$ cat src/rtl/spi_mem_pkg.sv
// Shared constants, state encoding and frame builder for the SPI SRAM bridge.
// A frame is a command byte, a 24-bit address and one data byte, sent MSB first.
package spi_mem_pkg;

   localparam logic [7:0] CMD_WRITE  = 8'h02;
   localparam logic [7:0] CMD_READ   = 8'h03;
   localparam int         FRAME_BITS = 40;
   localparam int         ADDR_BITS  = 24;
   localparam int         BIT_CNT_W  = $clog2(FRAME_BITS);

   typedef enum logic [1:0] {
      IDLE,
      SETUP,
      SHIFT,
      DONE
   } state_e;

   // Reads carry a zero data byte; the SRAM drives MISO during that byte.
   function automatic logic [FRAME_BITS-1:0] build_frame(
      input logic                 rd,
      input logic [ADDR_BITS-1:0] addr,
      input logic [7:0]           data
   );
      return {(rd ? CMD_READ : CMD_WRITE), addr, (rd ? 8'h00 : data)};
   endfunction

endpackage

$ cat src/rtl/spi_clk_gen.sv
// SCLK half-period tick generator. The counter sits at zero while disabled,
// so the first tick after enable arrives exactly CLK_DIV cycles later.
module spi_clk_gen #(
   parameter int CLK_DIV = 2
) (
   input  logic clk,
   input  logic reset,
   input  logic en_i,
   output logic tick_o
);

   localparam int            CNT_W    = $clog2(CLK_DIV + 1);
   localparam logic [CNT_W-1:0] CNT_LAST = CNT_W'(CLK_DIV - 1);

   logic [CNT_W-1:0] cnt_q;
   logic [CNT_W-1:0] cnt_d;

   always_comb begin
      tick_o = en_i && (cnt_q == CNT_LAST);
      cnt_d  = cnt_q;
      if (!en_i || tick_o) begin
         cnt_d = '0;
      end else begin
         cnt_d = cnt_q + 1'b1;
      end
   end

   always_ff @(posedge clk or posedge reset) begin
      if (reset) begin
         cnt_q <= '0;
      end else begin
         cnt_q <= cnt_d;
      end
   end

endmodule

$ cat src/rtl/spi_mem_bridge.sv
// Turns single-cycle read/write requests into one mode-0 SPI frame to an
// external SRAM, returning read data and a one-cycle completion pulse.
module spi_mem_bridge
   import spi_mem_pkg::*;
#(
   parameter int ADDR_WIDTH_EXT = 20,
   parameter int DATA_WIDTH     = 8,
   parameter int CLK_DIV        = 2
) (
   input  logic                      clk,
   input  logic                      reset,
   input  logic                      spi_we,
   input  logic                      spi_re,
   input  logic [ADDR_WIDTH_EXT-1:0] spi_addr,
   input  logic [DATA_WIDTH-1:0]     spi_din,
   output logic [DATA_WIDTH-1:0]     spi_dout,
   output logic                      spi_busy,
   output logic                      spi_done,
   output logic                      sclk,
   output logic                      cs_n,
   output logic                      mosi,
   input  logic                      miso
);

   localparam logic [BIT_CNT_W-1:0] LAST_BIT = BIT_CNT_W'(FRAME_BITS - 1);

   state_e                  state_q, state_d;
   logic [FRAME_BITS-1:0]   tx_q, tx_d;
   logic [DATA_WIDTH-1:0]   rx_q, rx_d;
   logic [DATA_WIDTH-1:0]   dout_q, dout_d;
   logic [BIT_CNT_W-1:0]    bit_q, bit_d;
   logic                    rd_q, rd_d;
   logic                    sclk_q, sclk_d;
   logic                    frame_active;
   logic                    tick;
   logic [ADDR_BITS-1:0]    addr_ext;

   assign frame_active = (state_q == SETUP) || (state_q == SHIFT);
   assign addr_ext     = {{(ADDR_BITS - ADDR_WIDTH_EXT){1'b0}}, spi_addr};

   spi_clk_gen #(
      .CLK_DIV (CLK_DIV)
   ) u_clk_gen (
      .clk    (clk),
      .reset  (reset),
      .en_i   (frame_active),
      .tick_o (tick)
   );

   always_comb begin
      state_d = state_q;
      tx_d    = tx_q;
      rx_d    = rx_q;
      dout_d  = dout_q;
      bit_d   = bit_q;
      rd_d    = rd_q;
      sclk_d  = sclk_q;
      case (state_q)
         IDLE: begin
            if (spi_we || spi_re) begin
               rd_d    = !spi_we;
               tx_d    = build_frame(!spi_we, addr_ext, spi_din);
               bit_d   = '0;
               sclk_d  = 1'b0;
               state_d = SETUP;
            end
         end
         SETUP: begin
            // End of setup is the rising edge of bit 0.
            if (tick) begin
               sclk_d  = 1'b1;
               rx_d    = {rx_q[DATA_WIDTH-2:0], miso};
               state_d = SHIFT;
            end
         end
         SHIFT: begin
            if (tick) begin
               if (sclk_q) begin
                  sclk_d = 1'b0;
                  tx_d   = {tx_q[FRAME_BITS-2:0], 1'b0};
               end else if (bit_q == LAST_BIT) begin
                  // Low phase of the last bit doubles as CS hold; data is
                  // published on entry to DONE so it is valid with spi_done.
                  state_d = DONE;
                  if (rd_q) begin
                     dout_d = rx_q;
                  end
               end else begin
                  bit_d  = bit_q + 1'b1;
                  sclk_d = 1'b1;
                  rx_d   = {rx_q[DATA_WIDTH-2:0], miso};
               end
            end
         end
         DONE: begin
            state_d = IDLE;
         end
         default: begin
            state_d = IDLE;
         end
      endcase
   end

   always_ff @(posedge clk or posedge reset) begin
      if (reset) begin
         state_q <= IDLE;
         tx_q    <= '0;
         rx_q    <= '0;
         dout_q  <= '0;
         bit_q   <= '0;
         rd_q    <= 1'b0;
         sclk_q  <= 1'b0;
      end else begin
         state_q <= state_d;
         tx_q    <= tx_d;
         rx_q    <= rx_d;
         dout_q  <= dout_d;
         bit_q   <= bit_d;
         rd_q    <= rd_d;
         sclk_q  <= sclk_d;
      end
   end

   assign spi_busy = frame_active;
   assign spi_done = (state_q == DONE);
   assign cs_n     = !frame_active;
   assign sclk     = sclk_q;
   assign mosi     = frame_active && tx_q[FRAME_BITS-1];
   assign spi_dout = dout_q;

endmodule

$ cat config.mk
export PLATFORM = sky130hd
export DESIGN_NAME = spi_mem_bridge
export DESIGN_NICKNAME = d
export VERILOG_FILES = /design/src/rtl/spi_mem_pkg.sv /design/src/rtl/spi_clk_gen.sv /design/src/rtl/spi_mem_bridge.sv
export SDC_FILE = /design/constraint.sdc
export NUM_CORES = 1
export LEC_CHECK = 0
export ABC_AREA = 1
export BUFFER_PORTS_ARGS = -buffer_cell sky130_fd_sc_hd__buf_4
export CAP_MARGIN = 15
export CORE_MARGIN = 3
export CORE_UTILIZATION = 50
export DETAILED_ROUTE_END_ITERATION = 10
export PLACE_DENSITY_LB_ADDON = 0.2
export SLEW_MARGIN = 20
export SYNTH_ARGS = -nofsm -noshare
export SYNTH_HDL_FRONTEND = slang
export SYNTH_SLANG_ARGS = --single-unit
$ cat constraint.sdc
create_clock -name clk -period 5.5 [get_ports clk]
set_input_delay 0.275 -clock clk [delete_from_list [all_inputs] [get_ports clk]]
set_output_delay 0.275 -clock clk [all_outputs]
set_load 0.1 [all_outputs]
After elaboration in Yosys (flattened, before gate mapping)
Cells that the tools add are included.
{ "totals": {"elab_cells": 70, "ff_bits": 68} }
{ "classes": {"n_addsub": 2, "n_eq_ne": 12, "n_bitwise": 1, "mux": 29, "reduce_logical": 18} }
{ "ops": {"columns": ["operator", "count"], "rows": [
  ["$mux W40", 3],
  ["$pmux W40 S2", 1],
  ["$mux W8", 5],
  ["$mux W6", 4],
  ["$reduce_and A5 Y1", 4],
  ["$pmux W8 S2", 1],
  ["$mux W2", 6],
  ["$ne A2 B2 Y1 const B", 6],
  ["$pmux W6 S2", 1],
  ["$pmux W2 S4", 1],
  ["$reduce_and A4 Y1", 2],
  ["$add A6 B1 Y6 const B", 1],
  ["$eq A6 B6 Y1 const B", 1],
  ["$mux W1", 6],
  ["$eq A2 B1 Y1 const B", 2],
  ["$eq A2 B2 Y1 const B", 2],
  ["$reduce_bool A2 Y1", 2],
  ["$logic_or A1 B1 Y1", 3],
  ["$pmux W1 S3", 1],
  ["$reduce_bool A3 Y1", 1],
  ["$add A2 B1 Y2 const B", 1],
  ["$logic_and A1 B1 Y1", 2],
  ["$logic_not A1 Y1", 2],
  ["$logic_not A2 Y1", 1],
  ["3 further kinds", 3]
]} }

Longest topological paths before layout
{ "logic_depth": {"word_depth": 5, "ltp_mapped": 9} }

By module
From an unflattened synthesis, not the netlist that was laid out.
{ "hier_totals": {"hier_cells": 393, "area_unflattened_um2": 3284.4} }
{ "by_module_without_submodules": {"columns": ["mod", "n_inst", "cells_per_inst", "area_each_um2", "seq_area_each_um2"], "rows": [
  ["spi_mem_bridge", 1, 382, 3191.8, 1651.6],
  ["spi_clk_gen", 1, 11, 92.6, 50.0]
]} }

Worst setup path before layout
Ideal clock, no wire load.
{ "synth_path": {"kind": "register -> register", "from": "register state_q[0]", "to": "register sclk_q (netlist: sclk)", "path_buffers": 0, "required_ns": 5.432, "setup_time_ns": 0.068, "arrival_ns": 2.449, "path_stages_with_launch": 7, "slack_ns": 2.983, "path_cell_list": "dfrtp_1 -> inv_1 -> ha_1 -> inv_1 -> nor2_1 -> nand2_1 -> nand2_1"} }
{ "synth_between": {"elab_chain_len": 5, "word_cells_on_any_way": 11, "cone_classes": "5 x eq/ne; 1 x mux; 5 x reduce/logical"} }
{ "synth_lines": {"columns": ["element", "line", "source"], "rows": [
  ["start: declaration", "spi_mem_bridge.sv:27", "state_e state_q, state_d;"],
  ["start signal: assignment", "spi_mem_bridge.sv:114", "state_q <= state_d;"],
  ["$eq A2 B1 Y1 / $eq A2 B2 Y1 (equally long branches)", "spi_mem_bridge.sv:38", "assign frame_active = (state_q == SETUP) || (state_q == SHIFT);"],
  ["$logic_or A1 B1 Y1 *", "spi_mem_bridge.sv:38", null],
  ["net spi_busy", "spi_mem_bridge.sv:17", "output logic spi_busy,"],
  ["$logic_and A1 B1 Y1 *", "spi_clk_gen.sv:19", "tick_o = en_i && (cnt_q == CNT_LAST);"],
  ["$ne A2 B2 Y1 (no line)", null, null],
  ["$reduce_and A4 Y1 (no line) *", null, null],
  ["end signal: assignment", "spi_mem_bridge.sv:120", "sclk_q <= sclk_d;"],
  ["end: declaration", "spi_mem_bridge.sv:33", "logic sclk_q, sclk_d;"]
]} }
Mark *: on every way through the listed nets, which the timed path passes. The rest lies on a longest branch.
A chain may end at the register's enable or synchronous reset.

Worst setup path in the final report
{ "layout_path": {"from": "register state_q[0]", "to": "register tx_q[8]"} }
{ "layout_between": {"elab_chain_len": 5, "word_cells_on_any_way": 11, "cone_classes": "5 x eq/ne; 1 x mux; 5 x reduce/logical"} }
{ "layout_lines": {"columns": ["element", "line", "source"], "rows": [
  ["$eq A2 B1 Y1 / $eq A2 B2 Y1 (equally long branches)", "spi_mem_bridge.sv:38, spi_mem_bridge.sv:58", null],
  ["$logic_or A1 B1 Y1", "spi_mem_bridge.sv:38", null],
  ["$logic_and A1 B1 Y1", "spi_clk_gen.sv:19", null],
  ["$ne A2 B2 Y1 (no line)", null, null],
  ["$reduce_and A4 Y1 (no line)", null, null],
  ["end signal: assignment", "spi_mem_bridge.sv:115", "tx_q <= tx_d;"],
  ["end: declaration", "spi_mem_bridge.sv:28", "logic [FRAME_BITS-1:0] tx_q, tx_d;"]
]} }
Several ways; a longest one is shown, not always the timed one.

==> flow_metrics.py <==
metrics = {
    "run_status": {
        "status": "completed",
    },
    "final_layout": {
        "seqCellArea_mm2": 0.00170,
        "diodes": 0,
        "multiInputGateArea_mm2": 0.00134,
        "syn2layout_area_growth_pct": 18.1,
        "layout-drive-gt1-share_pct": 19.0,
        "fillCellCount": 544,
        "postLayoutCellArea_mm2": 0.00382,
        "final_cells": 485,
        "layout.nets": 445,
    },
    "worst_setup_path": {
        "required_ns": 5.74,
        "critPathLaunchType": "flip-flop",
        "path_max_fanout": 80,
        "crit_family": "simple AND/OR/NAND/NOR gates",
        "crit_chain": "inv_1, ha_2, inv_2, nand2_1, nand4_4, o21ai_1",
        "worstPathArrival_ns": 2.86,
        "critPathSlowestCell": "nand4_4",
        "critPathMaxStageDelay_ns": 0.77,
        "critPathCaptureType": "flip-flop",
        "path_buf_inv": 2,
        "worst-setup-path-type": "reg2reg",
    },
    "sta": {
        "tightest_slew_ns": 0.984,
        "finalCritPeriodShare_pct": 47.7,
        "slew_violations": 0,
        "hold_viol_final": 0,
        "rsz0062_at_grt": "false",
        "whs_ns": 0.179,
        "period_needed_ns": 2.63,
        "setup_viol": 0,
        "fin_worst_skew_ns": 0.00835,
        "fmax_mhz": 381,
        "max_slew_margin_pct": 34.3,
        "tns_ns": 0,
    },
    "synthesis": {
        "syn_nets": 402,
        "synthFlopType": "dfrtp_1",
        "synth_top_cell_area_share_pct": 52.6,
        "syn_inst": 362,
        "yosys.area.top_type": "dfrtp_1",
        "syn_avg_cell_area_um2": 8.94,
        "synthTopCellsByArea": "dfrtp_1 53%, nand2_1 14%, o21ai_1 8.5%",
        "syn_area_mm2": 0.00324,
        "ys_async_sr_fraction_pct": 100,
        "yosysMostFrequentCell": "nand2_1",
        "ys_seq_elements": 68,
        "synthTopCellsByCount": "118 x nand2_1, 68 x dfrtp_1, 55 x o21ai_1, 27 x inv_1, 20 x mux2i_1",
        "synth_edf_count": 0,
        "yosysWarnings": 0,
        "seq_area_frac_synth_pct": 52.6,
        "synth_cell_type_count": 29,
    },
    "routing": {
        "drc": 0,
        "final_antenna_net_count": 0,
        "first_pass_iters": 4,
        "drt-initial-drc-count": 147,
        "wl_mm": 5.88,
        "num_vias": 2427,
        "via_per_inst": 5.00,
        "wl_per_cell_um": 12.1,
    },
    "cts": {
        "postCtsSetupBuffers": 0,
        "clkSlewWorstSetupHoldPaths_ns": 0.08,
        "h-tree-depth": 3,
        "post_cts_resized": 0,
        "cts_tree": "yes",
        "clock_path_buffers": 2,
        "cts.root.buffer_cell": "clkbuf_8",
        "numClockSinks": 68,
        "cts_made_buffers": 9,
        "hold_buffers": 0,
        "clkLatencyLatePin_ns": 0.34,
    },
    "global_routing": {
        "grt_pass1_vias": 2434,
        "gr-total-overflow": 0,
        "grt_pass1_wl_mm": 10.6,
        "grt_antenna_before_repair": 0,
        "gr-usage-all-layers_pct": 18.1,
        "grt_max_degree": 81,
    },
    "die": {
        "start_util_pct": 53.1,
        "die_w_um": 86.4,
        "rows": 28,
        "core_region_area_mm2": 0.00610,
        "die_y_um": 86.4,
        "ios": 46,
        "dieArea_mm2": 0.00747,
    },
    "pwr": {
        "comb_power_share_pct": 44.0,
        "power.total_mw": 2.17,
        "ir_drop_v": 0.000331,
        "clockPowerShare_pct": 21.4,
        "p_per_area_mw_per_mm2": 568,
        "p_sw_uw": 941,
        "p_leak_nw": 1.86,
        "p_seq_share_pct": 34.6,
        "swShare_pct": 43.4,
        "internal-power_mw": 1.23,
    },
    "place": {
        "gp_congestion": 0.823,
        "numPortBuffers": 45,
        "placed_area_mm2": 0.00360,
        "dpl.hpwl_mm": 3.93,
        "dp_cells": 469,
    },
    "hold_path": {
        "hp-class": "in2async",
    },
    "job": {
        "maxCapViolCount": 0,
    },
}
## area by class of cell
cell class	count	share of cell area (%)
sequential	68	44.5
multi-input combinational	251	35.2
timing repair buffer	47	9.23
clock buffer	11	3.70
tap	75	2.45
inverter	28	2.75
clock inverter	5	2.19
## sequential cells by signal (all words and copies together) (netlist names)
register,cells
tx_q,40
rx_q,8
spi_dout,8
bit_q,6
state_q,2
u_clk_gen.cnt_q,2
rd_q,1
sclk,1
## placed cells by master, fill, tap and decap left out, types with 2 or more instances in the layout
cell type and n:
nand2_1 118, dfrtp_1 68, o21ai_1 55, buf_4 47, inv_1 26, mux2i_1 20, nand3_1 10, clkbuf_8 10
nor2_1 9, a22oi_1 7, ha_1 6, nand2_2 4, o21ai_0 4, nor3_1 3, inv_2 2, nor2_4 2
nand4_1 2, bufinv_16 2, clkinvlp_4 2
## power groups by stage
stage / combinational, mW / sequential (mW) / clock, mW
6_report: 0.955 / 0.751 / 0.464
5_1_grt: 1.09 / 0.771 / 0.499
3_3_place_gp: 0.942 / 0.753 / 0
3_5_place_dp: 0.968 / 0.757 / 0
2_1_floorplan: 0.823 / 0.748 / 0
4_1_cts: 0.966 / 0.751 / 0.479
## worst reg2reg max path, stage by stage, from the launching register on
cell and delay [ns]:
dfrtp_1 0.42, inv_1 0.13, ha_2 0.49, inv_2 0.13, nand2_1 0.15, nand4_4 0.77, o21ai_1 0.44
## worst paths after layout
| path | from | endpoint | slack, ns | cells after the start |
|---|---|---|---|---|
| min in group clk | miso | rx_q[0] | 0.18 | 3 |
| max in group asynchronous | reset | tx_q[26] | 4.79 | 3 |
| setup reg to reg | state_q[0] | tx_q[8] | 2.87 | 6 |
| setup / recovery | state_q[0] | tx_q[8] | 2.87 | 6 |
| hold / removal | reset | spi_dout[2] | 0.18 | 3 |
| hold reg to reg | u_clk_gen.cnt_q[0] | u_clk_gen.cnt_q[0] | 0.45 | 1 |
## routing by layer
layer | wire, um | global-route usage, % | part of all wire, % | up-vias
met2 | 2760 | 29.1 | 47 | 37
met1 | 2770 | 22.9 | 47 | 1119
met5 | 0 | 0 | 0 | -
li1 | - | - | - | 1260
met4 | 141 | 9.92 | 2.4 | 0
met3 | 207 | 3.42 | 3.5 | 11
## cell families after synthesis
| logic type | Yosys count | synth area share (%) |
|---|---|---|
| buf+inv | 43 | 5.95 |
| mux | 20 | 6.19 |
| simple gates | 155 | 21.1 |
| flops | 68 | 52.6 |
| compound gates | 69 | 11.5 |
| fa+ha+maj | 7 | 2.71 |
## through the flow
| step | setup slack (ns) | utilization (%) |
|---|---|---|
| after floorplan | 2.98 | - |
| after global placement | 2.96 | 59.0 |
| after detailed placement | 2.87 | 59.0 |
| after CTS | 2.85 | 62.7 |
| after global routing | 2.51 | 62.7 |
| final | 2.87 | 62.7 |
No activity file was read; power rests on OpenSTA's default activity.
